File: src/rtl/uart_pkg.sv
// Shared UART definitions: baud timing default, frame geometry, receiver
// state encoding and the odd-parity helper used by both link directions.
package uart_pkg;

  // Clocks per serial bit at 9600 baud; the transmitter baud generator uses the same value
  localparam int DEFAULT_CLKS_PER_BIT = 40;

  localparam int FRAME_BITS = 11;
  localparam int DATA_BITS  = 8;

  typedef enum logic [2:0] {
    ST_IDLE,
    ST_START,
    ST_DATA,
    ST_PARITY,
    ST_STOP,
    ST_BREAK
  } rx_state_e;

  // Odd parity: the parity bit makes the total count of ones in data+parity odd
  function automatic logic odd_parity(input logic [DATA_BITS-1:0] data);
    return ~^data;
  endfunction

endpackage

File: src/rtl/uart_rx_sync.sv
// Two-flop synchronizer for the asynchronous serial line. Both stages reset
// to 1 so that reset never looks like a start bit.
// With UART_RX_MAJORITY_VOTE_EN defined, the first stage is also exported so
// the receiver can see next cycle's synchronized value one cycle early.
module uart_rx_sync (
  input  logic clk,
  input  logic reset,
  input  logic d,
`ifdef UART_RX_MAJORITY_VOTE_EN
  output logic q_next,
`endif
  output logic q
);

  logic [1:0] sync_q;
  logic [1:0] sync_d;

  // Shift the raw line into the two-stage chain
  always_comb begin
    sync_d = {sync_q[0], d};
  end

  // Synchronizer register, idle-high after reset
  always_ff @(posedge clk) begin
    if (reset) begin
      sync_q <= 2'b11;
    end else begin
      sync_q <= sync_d;
    end
  end

  assign q = sync_q[1];
`ifdef UART_RX_MAJORITY_VOTE_EN
  assign q_next = sync_q[0];
`endif

endmodule

File: src/rtl/uart_receiver.sv
// UART receive stage: start bit, 8 data bits LSB first, odd parity, stop bit.
// Each bit is decided at mid-bit; a completed frame produces a one-cycle
// data_valid pulse with parity/framing status and a resend request on error.
// A stop bit decided low parks the FSM in BREAK until the line returns high.
// Optional build macro UART_RX_MAJORITY_VOTE_EN: each bit becomes the majority
// of three samples around mid-bit instead of a single mid-bit sample.
// CLKS_PER_BIT must be even and at least 8.
module uart_receiver
  import uart_pkg::*;
#(
  parameter int CLKS_PER_BIT = DEFAULT_CLKS_PER_BIT
) (
  input  logic                 clk,
  input  logic                 reset,
  input  logic                 rx,
  output logic [DATA_BITS-1:0] data_out,
  output logic                 data_valid,
  output logic                 parity_error,
  output logic                 frame_error,
  output logic                 resend_req,
  output logic                 busy
);

  localparam int HALF_BIT = CLKS_PER_BIT / 2;
  localparam int CNT_W    = $clog2(CLKS_PER_BIT);
  localparam int IDX_W    = $clog2(DATA_BITS);

  logic rx_s;

  rx_state_e            state_q, state_d;
  logic [CNT_W-1:0]     cnt_q, cnt_d;
  logic [IDX_W-1:0]     bit_idx_q, bit_idx_d;
  logic [DATA_BITS-1:0] shift_q, shift_d;
  logic                 parity_bit_q, parity_bit_d;
  logic [DATA_BITS-1:0] data_out_q, data_out_d;
  logic                 data_valid_q, data_valid_d;
  logic                 parity_error_q, parity_error_d;
  logic                 frame_error_q, frame_error_d;
  logic                 resend_req_q, resend_req_d;

  logic mid_bit;
  logic end_bit;
  logic bit_value;
  logic parity_bad;

`ifdef UART_RX_MAJORITY_VOTE_EN
  logic rx_next;
  logic rx_prev_q, rx_prev_d;

  uart_rx_sync u_sync (
    .clk    (clk),
    .reset  (reset),
    .d      (rx),
    .q_next (rx_next),
    .q      (rx_s)
  );

  // Vote over rx_s at HALF_BIT-1 (rx_prev_q), HALF_BIT (rx_s) and HALF_BIT+1,
  // which is already sitting in the first synchronizer stage; the decision
  // cycle therefore stays the same as in the single-sample build
  always_comb begin
    rx_prev_d = rx_s;
    bit_value = (rx_prev_q & rx_s) | (rx_prev_q & rx_next) | (rx_s & rx_next);
  end
`else
  uart_rx_sync u_sync (
    .clk   (clk),
    .reset (reset),
    .d     (rx),
    .q     (rx_s)
  );

  // Single mid-bit sample decides the bit
  always_comb begin
    bit_value = rx_s;
  end
`endif

  assign mid_bit    = (cnt_q == CNT_W'(HALF_BIT));
  assign end_bit    = (cnt_q == CNT_W'(CLKS_PER_BIT - 1));
  assign parity_bad = (parity_bit_q != odd_parity(shift_q));

  // Frame FSM: bit-period counter, data/parity capture and result publication
  always_comb begin
    state_d        = state_q;
    cnt_d          = end_bit ? '0 : cnt_q + CNT_W'(1);
    bit_idx_d      = bit_idx_q;
    shift_d        = shift_q;
    parity_bit_d   = parity_bit_q;
    data_out_d     = data_out_q;
    data_valid_d   = 1'b0;
    parity_error_d = parity_error_q;
    frame_error_d  = frame_error_q;
    resend_req_d   = 1'b0;

    case (state_q)
      ST_IDLE: begin
        cnt_d     = '0;
        bit_idx_d = '0;
        if (!rx_s) begin
          state_d = ST_START;
        end
      end

      ST_START: begin
        if (mid_bit && bit_value) begin
          state_d = ST_IDLE;
          cnt_d   = '0;
        end else if (end_bit) begin
          state_d = ST_DATA;
        end
      end

      ST_DATA: begin
        if (mid_bit) begin
          shift_d = {bit_value, shift_q[DATA_BITS-1:1]};
        end
        if (end_bit) begin
          bit_idx_d = bit_idx_q + IDX_W'(1);
          if (bit_idx_q == IDX_W'(DATA_BITS - 1)) begin
            state_d = ST_PARITY;
          end
        end
      end

      ST_PARITY: begin
        if (mid_bit) begin
          parity_bit_d = bit_value;
        end
        if (end_bit) begin
          state_d = ST_STOP;
        end
      end

      ST_STOP: begin
        if (mid_bit) begin
          data_out_d     = shift_q;
          data_valid_d   = 1'b1;
          parity_error_d = parity_bad;
          frame_error_d  = ~bit_value;
          resend_req_d   = parity_bad | ~bit_value;
          cnt_d          = '0;
          state_d        = bit_value ? ST_IDLE : ST_BREAK;
        end
      end

      ST_BREAK: begin
        cnt_d = '0;
        if (rx_s) begin
          state_d = ST_IDLE;
        end
      end

      default: begin
        state_d = ST_IDLE;
        cnt_d   = '0;
      end
    endcase
  end

  // State and output registers with synchronous reset
  always_ff @(posedge clk) begin
    if (reset) begin
      state_q        <= ST_IDLE;
      cnt_q          <= '0;
      bit_idx_q      <= '0;
      shift_q        <= '0;
      parity_bit_q   <= 1'b0;
      data_out_q     <= '0;
      data_valid_q   <= 1'b0;
      parity_error_q <= 1'b0;
      frame_error_q  <= 1'b0;
      resend_req_q   <= 1'b0;
    end else begin
      state_q        <= state_d;
      cnt_q          <= cnt_d;
      bit_idx_q      <= bit_idx_d;
      shift_q        <= shift_d;
      parity_bit_q   <= parity_bit_d;
      data_out_q     <= data_out_d;
      data_valid_q   <= data_valid_d;
      parity_error_q <= parity_error_d;
      frame_error_q  <= frame_error_d;
      resend_req_q   <= resend_req_d;
    end
  end

`ifdef UART_RX_MAJORITY_VOTE_EN
  // One-cycle history of rx_s for the earliest vote sample
  always_ff @(posedge clk) begin
    if (reset) begin
      rx_prev_q <= 1'b1;
    end else begin
      rx_prev_q <= rx_prev_d;
    end
  end
`endif

  assign data_out     = data_out_q;
  assign data_valid   = data_valid_q;
  assign parity_error = parity_error_q;
  assign frame_error  = frame_error_q;
  assign resend_req   = resend_req_q;
  assign busy         = (state_q != ST_IDLE);

endmodule

File: config.mk
export PLATFORM = sky130hd
export DESIGN_NAME = uart_receiver
export DESIGN_NICKNAME = d
export VERILOG_FILES = /design/src/rtl/uart_pkg.sv /design/src/rtl/uart_rx_sync.sv /design/src/rtl/uart_receiver.sv
export SDC_FILE = /design/constraint.sdc
export NUM_CORES = 1
export LEC_CHECK = 0
export CAP_MARGIN = 20
export CORE_MARGIN = 2
export CORE_UTILIZATION = 49
export CTS_CLUSTER_DIAMETER = 30
export DETAILED_ROUTE_END_ITERATION = 8
export GPL_TIMING_DRIVEN = 0
export PLACE_DENSITY = 0.76
export RECOVER_POWER = 100
export SYNTH_ARGS = -nofsm -noshare
export SYNTH_HDL_FRONTEND = slang
export SYNTH_HIERARCHICAL = 1
export SYNTH_SLANG_ARGS = --single-unit
File: constraint.sdc
create_clock -name clk -period 1.44 [get_ports clk]
set_input_delay 0.216 -clock clk [delete_from_list [all_inputs] [get_ports clk]]
set_output_delay 0.216 -clock clk [all_outputs]
set_load 0.02 [all_outputs]
Word level (Yosys, flattened, before mapping). Index checks and enable logic that the tools add are counted.

Mux-type cells: 17. Bitwise operators: 4. Reduce and logical (&&, ||, !) cells: 13. Add/sub/neg operators: 2. Eq/ne operators: 16.

Operator list (count): 3-bit 2-to-1 mux (10); 6-bit 2-to-1 mux (3); 3-bit one-hot mux with 6 select lines (1); 6-bit one-hot mux with 3 select lines (1); 2-bit != test, second input constant (5); 3-bit == test, second input constant (3); 2-bit AND reduction (4); 8-bit XNOR reduction (1); 7-bit AND reduction (1); 6-bit by 1-bit adder with 6-bit output, second input constant (1); 3-bit by 2-bit == test with 1-bit output, second input constant (2); 6-bit by 5-bit == test with 1-bit output, second input constant (1); 6-bit == test, second input constant (1); 3-bit one-hot mux with 2 select lines (1); 2-bit OR reduction (2); 3-bit by 1-bit adder with 3-bit output, second input constant (1); 3-bit by 1-bit == test with 1-bit output, second input constant (1); 3-bit zero test (1); 3-bit != test, second input constant (1); 1-bit NOT (3); 3-bit nonzero test (1); 3-bit OR reduction (1); 2-bit by 1-bit != test with 1-bit output, second input constant (1); 2-bit nonzero test (1); other kinds (4) (4).

Input bits: 3. Output and inout port bits: 13. Flip-flop bits (word level): 35. Word-level logic and storage cells: 63.

Depth between registers and ports, before layout.
Depth in word-level cells: 4. Mapped depth: 8.

By module. The synthesis kept the hierarchy.

Modules (own cells, without submodules): uart_receiver (times used 1, sequential area each 660.6 sq um, cells an instance 146, area each 1485.2 sq um); uart_rx_sync (times used 1, sequential area each 40.0 sq um, cells an instance 4, area each 52.6 sq um).

Least setup slack after synthesis. No wires, ideal clock.

Path type: register to register. Start: register cnt_q[0]. End: register bit_idx_q[0]. Library setup time: 0.071 ns. Data required time: 1.369 ns. Slack: -0.083 ns. Clock period less this slack: 1.523 ns. Arrival time: 1.453 ns. Cell stages (with the launch flop): 7. Cells stage by stage: dfxtp_1 -> ha_1 -> and3b_1 -> clkbuf_1 -> nand2_1 -> or4_1 -> a21oi_1.

Longest elaborated chain between the ends: 3.

RTL lines: start, declared (RTL line uart_receiver.sv:31) `logic [CNT_W-1:0] cnt_q, cnt_d;`; start signal, assigned (RTL line uart_receiver.sv:176) `cnt_q <= cnt_d;`; 6-bit == test (RTL line uart_receiver.sv:80) `assign end_bit = (cnt_q == CNT_W'(CLKS_PER_BIT - 1));`; 2-bit != test (no source line); 2-bit AND reduction (no source line); end signal, assigned (RTL line uart_receiver.sv:177) `bit_idx_q <= bit_idx_d;`; end, declared (RTL line uart_receiver.sv:32) `logic [IDX_W-1:0] bit_idx_q, bit_idx_d;`.

No other way between the ends. A chain may end at the register's enable or synchronous reset.

Worst setup path after layout.
Start: register cnt_q[1]. End: register bit_idx_q[0].

The elaborated chain is that of the path after synthesis.

==> results.md <==
* Status: complete, but fails checks
* Failing checks: setup timing
* DRT Wirelength at 3030 um
* Top FF cell, synth: dfxtp_1
* Die Area at 3600 sq um
* Post-synthesis sequential area ratio at 45.6%
* Layout cells sized above 1 at 25.1%
* Crit path max fanout at 6
* CTS tree: built
* Input/output buffers at 15
* Total gr overflow at 0
* Setup TNS at -2.49 ns
* Vias in the first global route at 1096
* RSZ-0062 raised after global routing: true
* Setup Viol. Count Final at 28
* Unique cell type count in the Yosys netlist at 41
* Clock-pin transition on the worst setup and hold timing paths at 0.10 ns
* Post-route DRC at 0
* Worst Hold Class: reg -> reg
* Syn Nets at 157
* Clk_lat worst skew at 0.35 ns
* Vias per std cell at 5.28
* Initial antenna violation count at 0
* Async set or reset register ratio after synthesis at 0%
* Die W at 60.0 um
* LEAKAGE at 0.769 nW
* Cell Area, Synth at 1540 sq um
* Buf/Inv on CP at 1
* Initial DRC Count at 23
* Slew headroom at 63.8%
* Clk root buf: clkbuf_4
* CP arrival at 1.89 ns
* H-tree depth at 2
* Warnings, synthesis at 6
* Area Overhead vs Synth at 26.9%
* Detailed-route wire length per cell at 13.6 um
* Site Rows at 20
* Final hold violation count at 0
* Overall power at 1.57 mW
* Critical path's top delay family: simple AND/OR/NAND/NOR gates
* Non-Filler Instances at 223
* Num CTS Buffers at 5
* Clock sink total at 35
* N_diodes at 0
* GPL Wtd Cong at 0.786
* Placed cells at 209
* Nets at 185
* Mapped Cells at 150
* Setup WS pre-CTS at -0.220 ns
* Critical path class: reg -> reg
* Crit-path cells: ha_2, and3b_1, clkbuf_8, nand2_1, or4_1, a21oi_1
* # Max-Cap Violations at 0
* Commonest non-fill, non-tap cell in the layout: dfxtp_1
* Vias at 1178
* Fmax at 618 MHz
* Largest stage delay on the critical path at 0.40 ns
* WP data required at 1.71 ns
* Post-DP HPWL at 2080 um
* First-pass GRT wire length at 5010 um
* Worst Max-Slew Pin Slew at 0.544 ns
* EDFF count, synth at 0
* Peak supply drop at 0.000623 V
* Max-slew violations at 0
* Clock skew at 0.0130 ns
* P per Cell Area at 803 nW/um^2
* Detailed Routing Iterations Pass 1 at 4
* Worst Setup End Kind: flop
* Starting Density at 50.8%
* I/O pin count at 16
* Dpl cell area at 1750 sq um
* Synthesized flop and latch total at 35
* Chip height at 60.0 um
* Pin count of the biggest net entering global routing at 12
* Finished Cell Area at 1950 sq um
* Slowest CP cell: or4_1
* Mean post-synth cell area at 10.3 sq um
* Antenna-violating nets left at 0
* Type of origin of the critical path: flop
* Fillers at 242
* Final min period at 1.62 ns
* Clock tree buffer depth at 2
* Most frequent cells in the layout: dfxtp_1, nor2_1, dlygate4sd2_1
* Final setup margin at -0.177 ns
* CORE AREA at 3030 sq um
* Total global-route track usage at 19.3%
* Fin crit share at 112%
==> synthesized netlist by cell type (2+ instances only) <==
cell       n  area, sq um
nand2_1    5         18.8
a21oi_1    5         25.0
nand3_1    4         20.0
nand4_1    4         25.0
xnor2_1    7         61.3
or2_1      3         18.8
nor4_1     3         18.8
nor3_1     3         15.0
mux2i_1    9         90.1
clkbuf_1   3         11.3
o21ai_0    3         15.0
buf_6      2         22.5
dfxtp_1   35          701
buf_2      3         15.0
nor2_1    13         48.8
inv_1      5         18.8
buf_4      2         15.0
xor2_1     4         35.0
and3b_1    2         17.5
nor2b_1    2         12.5
ha_1       4         50.1
a22o_1    10         87.6
==> sequential cells by signal, indices dropped and copies added (netlist names) <==
signal,flops
frame_error,1
shift_q,8
parity_error,1
data_out,8
cnt_q,6
parity_bit_q,1
state_q,3
u_sync/sync_q,2
bit_idx_q,3
data_valid,1
resend_req,1
==> layout make-up <==
cell class / count / area, sq um / share of cell area (%)
multi-input combinational: 100 / 833 / 42.7
buffer: 10 / 96.3 / 4.94
sequential: 35 / 703 / 36.0
clock inverter: 2 / 12.5 / 0.641
timing repair buffer: 21 / 190 / 9.75
clock buffer: 6 / 41.3 / 2.12
tap: 44 / 55.1 / 2.82
inverter: 5 / 18.8 / 0.962
==> metal layers <==
| metal | GRT usage [%] | share of wire [%] |
|---|---|---|
| met5 | 0 | 0 |
| met4 | 8.57 | 1.8 |
| met3 | 6.71 | 4.7 |
| met2 | 31.8 | 50 |
| met1 | 22.3 | 44 |
==> report_power, final <==
part,internal [mW],switching (mW)
logic,0.0340,0.0467
registers,0.973,0.00346
clock network,0.188,0.322
==> worst paths after layout <==
path               startpoint               end  slack, ns  depth (start not counted)
max                  cnt_q[1]      bit_idx_q[0]      -0.18                          6
min          u_sync/sync_q[0]  u_sync/sync_q[1]       0.41                          1
max reg2reg          cnt_q[1]      bit_idx_q[0]      -0.18                          6
min reg2reg  u_sync/sync_q[0]  u_sync/sync_q[1]       0.41                          1
==> through the flow <==
step	util [%]	hold slack, ns
2_1_floorplan	-	0.292
3_3_place_gp	57.9	0.388
3_5_place_dp	57.9	0.394
4_1_cts	62.2	0.419
5_1_grt	64.4	0.435
6_report	64.4	0.414
==> cells by family after synthesis <==
kind of cell               count (synthesis)  synth area share [%]
and+or+nand+nor                           48                  17.9
DFF                                       35                  45.6
AOI/OAI and AO/OA                         27                  14.3
buffers and inverters                     15                  5.37
xor gates and xnor gates                  12                  7.73
muxes                                      9                  5.86
adders and majority gates                  4                  3.25
==> worst register-to-register path: cells and delay by family (launching register included) <==
| family | cells | cell delay [ns] |
|---|---|---|
| and+or+nand+nor | 3 | 0.66 |
| buffers and inverters | 1 | 0.15 |
| AOI/OAI and AO/OA | 1 | 0.17 |
| adders and majority gates | 1 | 0.21 |
| DFF | 1 | 0.37 |
==> repair_timing <==
action,in CTS,in global routing
pin swaps,2,2
endpoints found under the setup margin,44,33
resized for setup,26,19
hold buffers,0,0
gates cloned,1,0
buffers inserted,4,1
No activity file was read; power rests on OpenSTA's default activity.
